`src/rtl/jtag_tap_sequencer.sv`:
```
// IEEE 1149.1 TAP controller: TMS-driven state machine with Moore-decoded IR/DR
// capture/shift/update enables, TDO mux control and a saturating shifted-bit counter.
module jtag_tap_sequencer #(
  parameter int CNT_W    = 8,
  parameter int TLR_HOLD = 5
) (
  input  logic             tck,
  input  logic             reset,
  input  logic             tms,
  output logic [3:0]       state,
  output logic             tlr,
  output logic             capture_ir,
  output logic             shift_ir,
  output logic             update_ir,
  output logic             capture_dr,
  output logic             shift_dr,
  output logic             update_dr,
  output logic             select_ir,
  output logic             tdo_en,
  output logic [CNT_W-1:0] shift_count
);

  localparam logic [3:0] TLR      = 4'hF;
  localparam logic [3:0] RTI      = 4'hC;
  localparam logic [3:0] SEL_DR   = 4'h7;
  localparam logic [3:0] CAP_DR   = 4'h6;
  localparam logic [3:0] SH_DR    = 4'h2;
  localparam logic [3:0] EX1_DR   = 4'h1;
  localparam logic [3:0] PAUSE_DR = 4'h3;
  localparam logic [3:0] EX2_DR   = 4'h0;
  localparam logic [3:0] UP_DR    = 4'h5;
  localparam logic [3:0] SEL_IR   = 4'h4;
  localparam logic [3:0] CAP_IR   = 4'hE;
  localparam logic [3:0] SH_IR    = 4'hA;
  localparam logic [3:0] EX1_IR   = 4'h9;
  localparam logic [3:0] PAUSE_IR = 4'hB;
  localparam logic [3:0] EX2_IR   = 4'h8;
  localparam logic [3:0] UP_IR    = 4'hD;

  localparam int HOLD_W = $clog2(TLR_HOLD + 1);

  logic [3:0]        r_state;
  logic [3:0]        w_fsm_next;
  logic [3:0]        w_next_state;
  logic [HOLD_W-1:0] r_hold_cnt;
  logic [HOLD_W-1:0] w_hold_next;
  logic [CNT_W-1:0]  r_shift_cnt;
  logic              w_in_shift;
  logic              w_to_capture;

  always_comb begin
    w_fsm_next = TLR;
    case (r_state)
      TLR:      w_fsm_next = tms ? TLR      : RTI;
      RTI:      w_fsm_next = tms ? SEL_DR   : RTI;
      SEL_DR:   w_fsm_next = tms ? SEL_IR   : CAP_DR;
      CAP_DR:   w_fsm_next = tms ? EX1_DR   : SH_DR;
      SH_DR:    w_fsm_next = tms ? EX1_DR   : SH_DR;
      EX1_DR:   w_fsm_next = tms ? UP_DR    : PAUSE_DR;
      PAUSE_DR: w_fsm_next = tms ? EX2_DR   : PAUSE_DR;
      EX2_DR:   w_fsm_next = tms ? UP_DR    : SH_DR;
      UP_DR:    w_fsm_next = tms ? SEL_DR   : RTI;
      SEL_IR:   w_fsm_next = tms ? TLR      : CAP_IR;
      CAP_IR:   w_fsm_next = tms ? EX1_IR   : SH_IR;
      SH_IR:    w_fsm_next = tms ? EX1_IR   : SH_IR;
      EX1_IR:   w_fsm_next = tms ? UP_IR    : PAUSE_IR;
      PAUSE_IR: w_fsm_next = tms ? EX2_IR   : PAUSE_IR;
      EX2_IR:   w_fsm_next = tms ? UP_IR    : SH_IR;
      UP_IR:    w_fsm_next = tms ? SEL_DR   : RTI;
      default:  w_fsm_next = TLR;
    endcase
  end

  // Counts the current sample too, so the guard fires on the TLR_HOLD-th high edge.
  always_comb begin
    if (!tms)
      w_hold_next = '0;
    else if (r_hold_cnt == HOLD_W'(TLR_HOLD))
      w_hold_next = r_hold_cnt;
    else
      w_hold_next = r_hold_cnt + HOLD_W'(1);
  end

  assign w_next_state = (w_hold_next == HOLD_W'(TLR_HOLD)) ? TLR : w_fsm_next;
  assign w_in_shift   = (r_state == SH_DR) || (r_state == SH_IR);
  assign w_to_capture = (w_next_state == CAP_DR) || (w_next_state == CAP_IR);

  always_ff @(posedge tck) begin
    if (reset) begin
      r_state     <= TLR;
      r_hold_cnt  <= '0;
      r_shift_cnt <= '0;
    end else begin
      r_state    <= w_next_state;
      r_hold_cnt <= w_hold_next;
      if (w_to_capture)
        r_shift_cnt <= '0;
      else if (w_in_shift && (r_shift_cnt != '1))
        r_shift_cnt <= r_shift_cnt + CNT_W'(1);
    end
  end

  assign state       = r_state;
  assign tlr         = (r_state == TLR);
  assign capture_ir  = (r_state == CAP_IR);
  assign shift_ir    = (r_state == SH_IR);
  assign update_ir   = (r_state == UP_IR);
  assign capture_dr  = (r_state == CAP_DR);
  assign shift_dr    = (r_state == SH_DR);
  assign update_dr   = (r_state == UP_DR);
  assign select_ir   = (r_state == SEL_IR) || (r_state == CAP_IR) || (r_state == SH_IR) ||
                       (r_state == EX1_IR) || (r_state == PAUSE_IR) || (r_state == EX2_IR) ||
                       (r_state == UP_IR);
  assign tdo_en      = w_in_shift;
  assign shift_count = r_shift_cnt;

endmodule

```
`config.mk`:
```
export PLATFORM = sky130hd
export DESIGN_NAME = jtag_tap_sequencer
export DESIGN_NICKNAME = d
export VERILOG_FILES = /design/src/rtl/jtag_tap_sequencer.sv
export SDC_FILE = /design/constraint.sdc
export NUM_CORES = 1
export LEC_CHECK = 0
export CORE_AREA = 3 3 41 43
export DETAILED_ROUTE_END_ITERATION = 7
export DIE_AREA = 0 0 44 46
export DONT_BUFFER_PORTS = 1
export HOLD_SLACK_MARGIN = 0.1
export PLACE_DENSITY = 0.8
export SLEW_MARGIN = 30
export SYNTH_ARGS = -nofsm -noshare
export SYNTH_HDL_FRONTEND = slang
export SYNTH_SLANG_ARGS = --single-unit
```
`constraint.sdc`:
```
create_clock -name tck -period 4.2 [get_ports tck]
set_input_delay 0.42 -clock tck [delete_from_list [all_inputs] [get_ports tck]]
set_output_delay 0.42 -clock tck [all_outputs]
set_load 0.005 [all_outputs]
```
# Word level (Yosys, flattened, before mapping)

Cells that the tools add are included.

Register bits: 15
Input port bits: 3
Output and inout bits: 21
Word-level logic and storage cells: 55

Add/sub/neg operators: 2
Equal/unequal tests: 20
Mux-type cells: 16
Reductions and logical operators: 14

Operator list:

| kind                | number |
|---|---|
| $pmux 4 s12         | 1 |
| $eq 4x4->1 const B  | 9 |
| $eq 4x3->1 const B  | 5 |
| $mux 3              | 6 |
| $mux 2              | 6 |
| $add 8x1->8 const B | 1 |
| $eq 4x2->1 const B  | 2 |
| $logic_or 1x1->1    | 8 |
| $mux 4              | 2 |
| $ne 8x8->1 const B  | 1 |
| $eq 3x3->1 const B  | 2 |
| $reduce_or 2->1     | 3 |
| $eq 4x1->1 const B  | 1 |
| $logic_not 4->1     | 1 |
| $add 3x1->3 const B | 1 |
| $reduce_or 3->1     | 1 |
| $logic_and 1x1->1   | 1 |
| $mux 1              | 1 |

# Logic depth before layout (Yosys ltp)

Depth in word-level cells: 8
Depth in mapped cells: 6
Mapped depth without buffers: 6

# Least setup slack after synthesis

No wires, ideal clock.

Kind: reg2reg
Start: register r_state[1], in the netlist state[1]
End: register r_shift_cnt[5], in the netlist shift_count[5]
Setup time: 0.070 ns
Arrival time: 1.687 ns
Path slack: 2.443 ns
Stages on the path, launching flop included: 6
Clock period less this slack: 1.757 ns
Cell sequence: dfxtp_1 or3b_1 buf_6 or2_4 or4_1 a21oi_1

Word-level cells in the longest chain between the ends: 7
Elaborated cells on any way between the ends: 27
Those cells by class: 17 x eq/ne; 2 x mux; 8 x reduce/logical

Ends and longest elaborated chain:

| what                                                                       | line | RTL |
|---|---|---|
| from (decl)                                                                | 42   | `logic [3:0] r_state;` |
| from (signal assigned)                                                     | 94   | `r_state <= w_next_state;` |
| $eq 4x4->1 (tied with other cells)                                         | 53   | `case (r_state)` |
| $reduce_or 3->1 (no source line) / $reduce_or 2->1 (equally long branches) | -    |  |
| $pmux 4 s12                                                                | 53   |  |
| $mux 4                                                                     | 84   | `assign w_next_state = (w_hold_next == HOLD_W'(TLR_HOLD)) ? TLR : w_fsm_next;` |
| $eq 4x3->1 / $eq 4x4->1 (equally long branches)                            | 86   | `assign w_to_capture = (w_next_state == CAP_DR) \|\| (w_next_state == CAP_IR);` |
| $logic_or 1x1->1                                                           | 86   |  |
| $reduce_or 2->1 (no source line)                                           | -    |  |
| to (signal assigned)                                                       | 99   | `r_shift_cnt <= r_shift_cnt + CNT_W'(1);` |
| to (decl)                                                                  | 47   | `logic [CNT_W-1:0] r_shift_cnt;` |

Several ways; a longest one is shown, not always the timed one.
A chain may end at the register's enable or synchronous reset.

# Worst setup path in the final report

Start: register r_state[1], in the netlist state[1]
End: output port shift_ir

Word-level cells in the longest chain between the ends: 1

Ends and longest elaborated chain:

| what       | line | RTL |
|---|---|---|
| $eq 4x4->1 | 106  | `assign shift_ir = (r_state == SH_IR);` |
| to (decl)  | 13   | `output logic shift_ir,` |

Every way passes these cells.

==> flow_metrics.tcl <==
set metrics [dict create \
    power.leakage_nw 0.3508 \
    cp.required_ns 3.78 \
    grt.total_usage_pct 19.54 \
    syn_area_per_cell_um2 7.688 \
    synth_instances 111 \
    tritoncts "yes" \
    postCtsSetupRepairBufs 0 \
    timing_worst_setup_path_type "reg -> out" \
    routed-via-count 763 \
    p_int_uw 201.7 \
    min_period_over_period_pct 46.69 \
    layout-drive-gt1-share_pct 7.080 \
    rsz_0062_raised_after_global_routing "false" \
    share_of_the_core_filled_with_cells_in_the_final_layout_pct 66.32 \
    io_buffers 0 \
    fp-row-count 13 \
    synth_seq_area_share_pct 35.19 \
    grt-ovfl-total 0 \
    finalSetupViolations 0 \
    crit_family "simple AND/OR/NAND/NOR gates" \
    die_x_extent_um 44 \
    clock.fmax_mhz 509.9 \
    maxCapViolCount 0 \
    post-route-min-period_ns 1.961 \
    hold_viol_final 0 \
    post_cts.resized_instances 0 \
    timing_worst_slew_pin_value_ns 0.3621 \
    worstSkewPairLatency_ns 0.28 \
    cts-htree-levels 1 \
    detailed_place_hpwl_um 1283 \
    number_of_i_o_pins 24 \
    antenna_violating_nets_post_route 0 \
    worst-path-max-fanout 9 \
    synth_nets 117 \
    reg2reg_from "state[1]" \
    cp-end-kind "output pin" \
    setup_ws_ns 2.239 \
    synthDistinctLibCells 35 \
    cts_made_buffers 3 \
    grt_pass1_vias 658 \
    drc_errors 0 \
    critical_path.cell_chain "or3b_1, inv_2, and2_1" \
    power.density_cell_area_nw_per_um2 326.1 \
    timing.critical_path.from_type "flop" \
    globalplace.congestion 0.8516 \
    synth_seq_cells 15 \
    min_path_type "in -> reg" \
    ir_worst_vdd_v 0.0001820 \
    multi_input_area_um2 511.7 \
    filler_cell_count 115 \
    mappedNetlistArea_um2 853.3 \
    drt-initial-drc-count 17 \
    vias_per_cell 5.961 \
    slowest_delay_ns 0.50 \
    grt_max_degree 12 \
    routedWlPerCell_um 13.35 \
    route.final.wire_length_um 1709 \
    crit_buf_inv 1 \
    mostFrequentLayoutCell "sky130_fd_sc_hd__nor2_1" \
    preCtsSetupSlack_ns 2.334 \
    antenna_found_initial 0 \
    startpoint "state[1]" \
    floorplan.die.height_um 46 \
    initial_core_util_pct 63.98 \
    most_frequent_cells_in_the_layout "19 x sky130_fd_sc_hd__nor2_1, 15 x sky130_fd_sc_hd__dfxtp_1, 12 x sky130_fd_sc_hd__nand2_1" \
    first_pass_iters 5 \
    cp.arrival_ns 1.54 \
    status "finished clean" \
    holdCritStartpoint "reset" \
    synthesis.yosys.warnings 0 \
    cts.path.max_buffers 2 \
    grt_first_pass_wirelength_um 2994 \
    netSwitchingFraction_pct 30.07 \
    timing.critical_path.slowest_stage_cell "sky130_fd_sc_hd__or3b_1" \
    register_area_um2 300.3 \
    root_buffer "sky130_fd_sc_hd__clkbuf_4" \
    drv_slew 0 \
    number_of_hold_buffers_added_after_cts 0 \
    clkSlewWorstSetupHoldPaths_ns 0.09 \
    power.sequential.fraction_pct 56.8 \
    total_die_area_um2 2024 \
    placeableCoreArea_um2 1334 \
    fin_tns_setup_ns 0 \
    power.share.combinational_pct 15.3 \
    max-slew-margin-rel_pct 75.24 \
    clockPowerShare_pct 27.9 \
    clock-skew-final_ns 0.003816 \
    power_uw 288.5 \
    power_switching_uw 86.77 \
    antenna-diode-count 0 \
    clock_sink_count 15 \
    nets 120 \
    area_delta_synth_final_pct 3.666 \
]
## cells in the mapped netlist, drive strengths merged
master | count | area [um^2]
nand2b | 4 | 25.02
nand2 | 12 | 45.04
nor2 | 19 | 71.32
mux2i | 2 | 20.02
and4 | 1 | 8.760
o21ai | 5 | 25.02
inv | 7 | 26.27
nor2b | 1 | 6.260
xnor2 | 3 | 26.28
a31oi | 2 | 12.51
a211oi | 4 | 30.03
or3b | 1 | 8.760
ha | 3 | 37.54
and3 | 1 | 6.260
a2111oi | 2 | 23.77
nand3 | 4 | 20.02
o31ai | 1 | 7.510
a221oi | 1 | 8.760
or3 | 1 | 6.260
or2 | 1 | 8.760
clkbuf | 1 | 3.750
a21oi | 8 | 40.04
a31o | 1 | 8.760
o221ai | 1 | 8.760
or2b | 1 | 7.510
dfxtp | 15 | 300.3
nand4 | 1 | 6.260
nor3 | 4 | 20.02
xor2 | 1 | 8.760
buf | 1 | 11.26
or4 | 1 | 7.510
and2 | 1 | 6.260
## worst paths after layout
| path | end | slack [ns] | depth (start not counted) |
|---|---|---|---|
| max | shift_ir | 2.24 | 3 |
| min | state[2] | 0.25 | 2 |
| max reg2reg | shift_count[5] | 2.32 | 4 |
| min reg2reg | r_hold_cnt[1] | 0.54 | 2 |
## power groups by stage
| stage | Clock, mW | Sequential (mW) | Combinational [mW] |
|---|---|---|---|
| 4_1_cts | 0.0855 | 0.164 | 0.0449 |
| 6_report | 0.0805 | 0.164 | 0.0442 |
| 2_1_floorplan | 0 | 0.161 | 0.0418 |
| 3_5_place_dp | 0 | 0.167 | 0.0446 |
| 5_1_grt | 0.0913 | 0.166 | 0.0528 |
| 3_3_place_gp | 0 | 0.166 | 0.0444 |
## sequential cells by signal, summed over array words and instances, names as in the netlist
name         count
state            4
shift_count      8
r_hold_cnt       3
## cell type report
class,count,area share [%]
tap,15,2.122
clock buffer,3,2.546
clock inverter,1,0.5658
inverter,7,2.970
sequential,15,33.95
multi-input combinational,87,57.85
## per-layer routing
layer  track usage (%)  vias to the layer above  share of wire (%)
met5                 0                        -                  0
met2             28.49                       16                 45
li1                  -                      399                  -
met3             4.743                        2                5.4
met1             27.62                      346                 49
met4             7.229                        0               0.82
## stage by stage
stage | hold slack [ns] | area [um^2] | instances
global route | 0.2620 | 884.6 | 128
detailed placement | 0.5110 | 857.1 | 124
floorplan | 0.4835 | 853.3 | 111
CTS | 0.2384 | 884.6 | 128
global placement | 0.5068 | 857.1 | 124
finish | 0.2501 | 884.6 | 128
## logic make-up (layout without fill, tap and decap cells)
group | after synthesis | count (layout) | share of synthesized area (%)
simple gates | 53 | 53 | 29.77
compound gates | 25 | 25 | 19.36
flops | 15 | 15 | 35.19
buf+inv | 9 | 11 | 4.838
xor+xnor | 4 | 4 | 4.106
fa+ha+maj | 3 | 3 | 4.399
mux | 2 | 2 | 2.346
No activity file was read; power rests on OpenSTA's default activity.
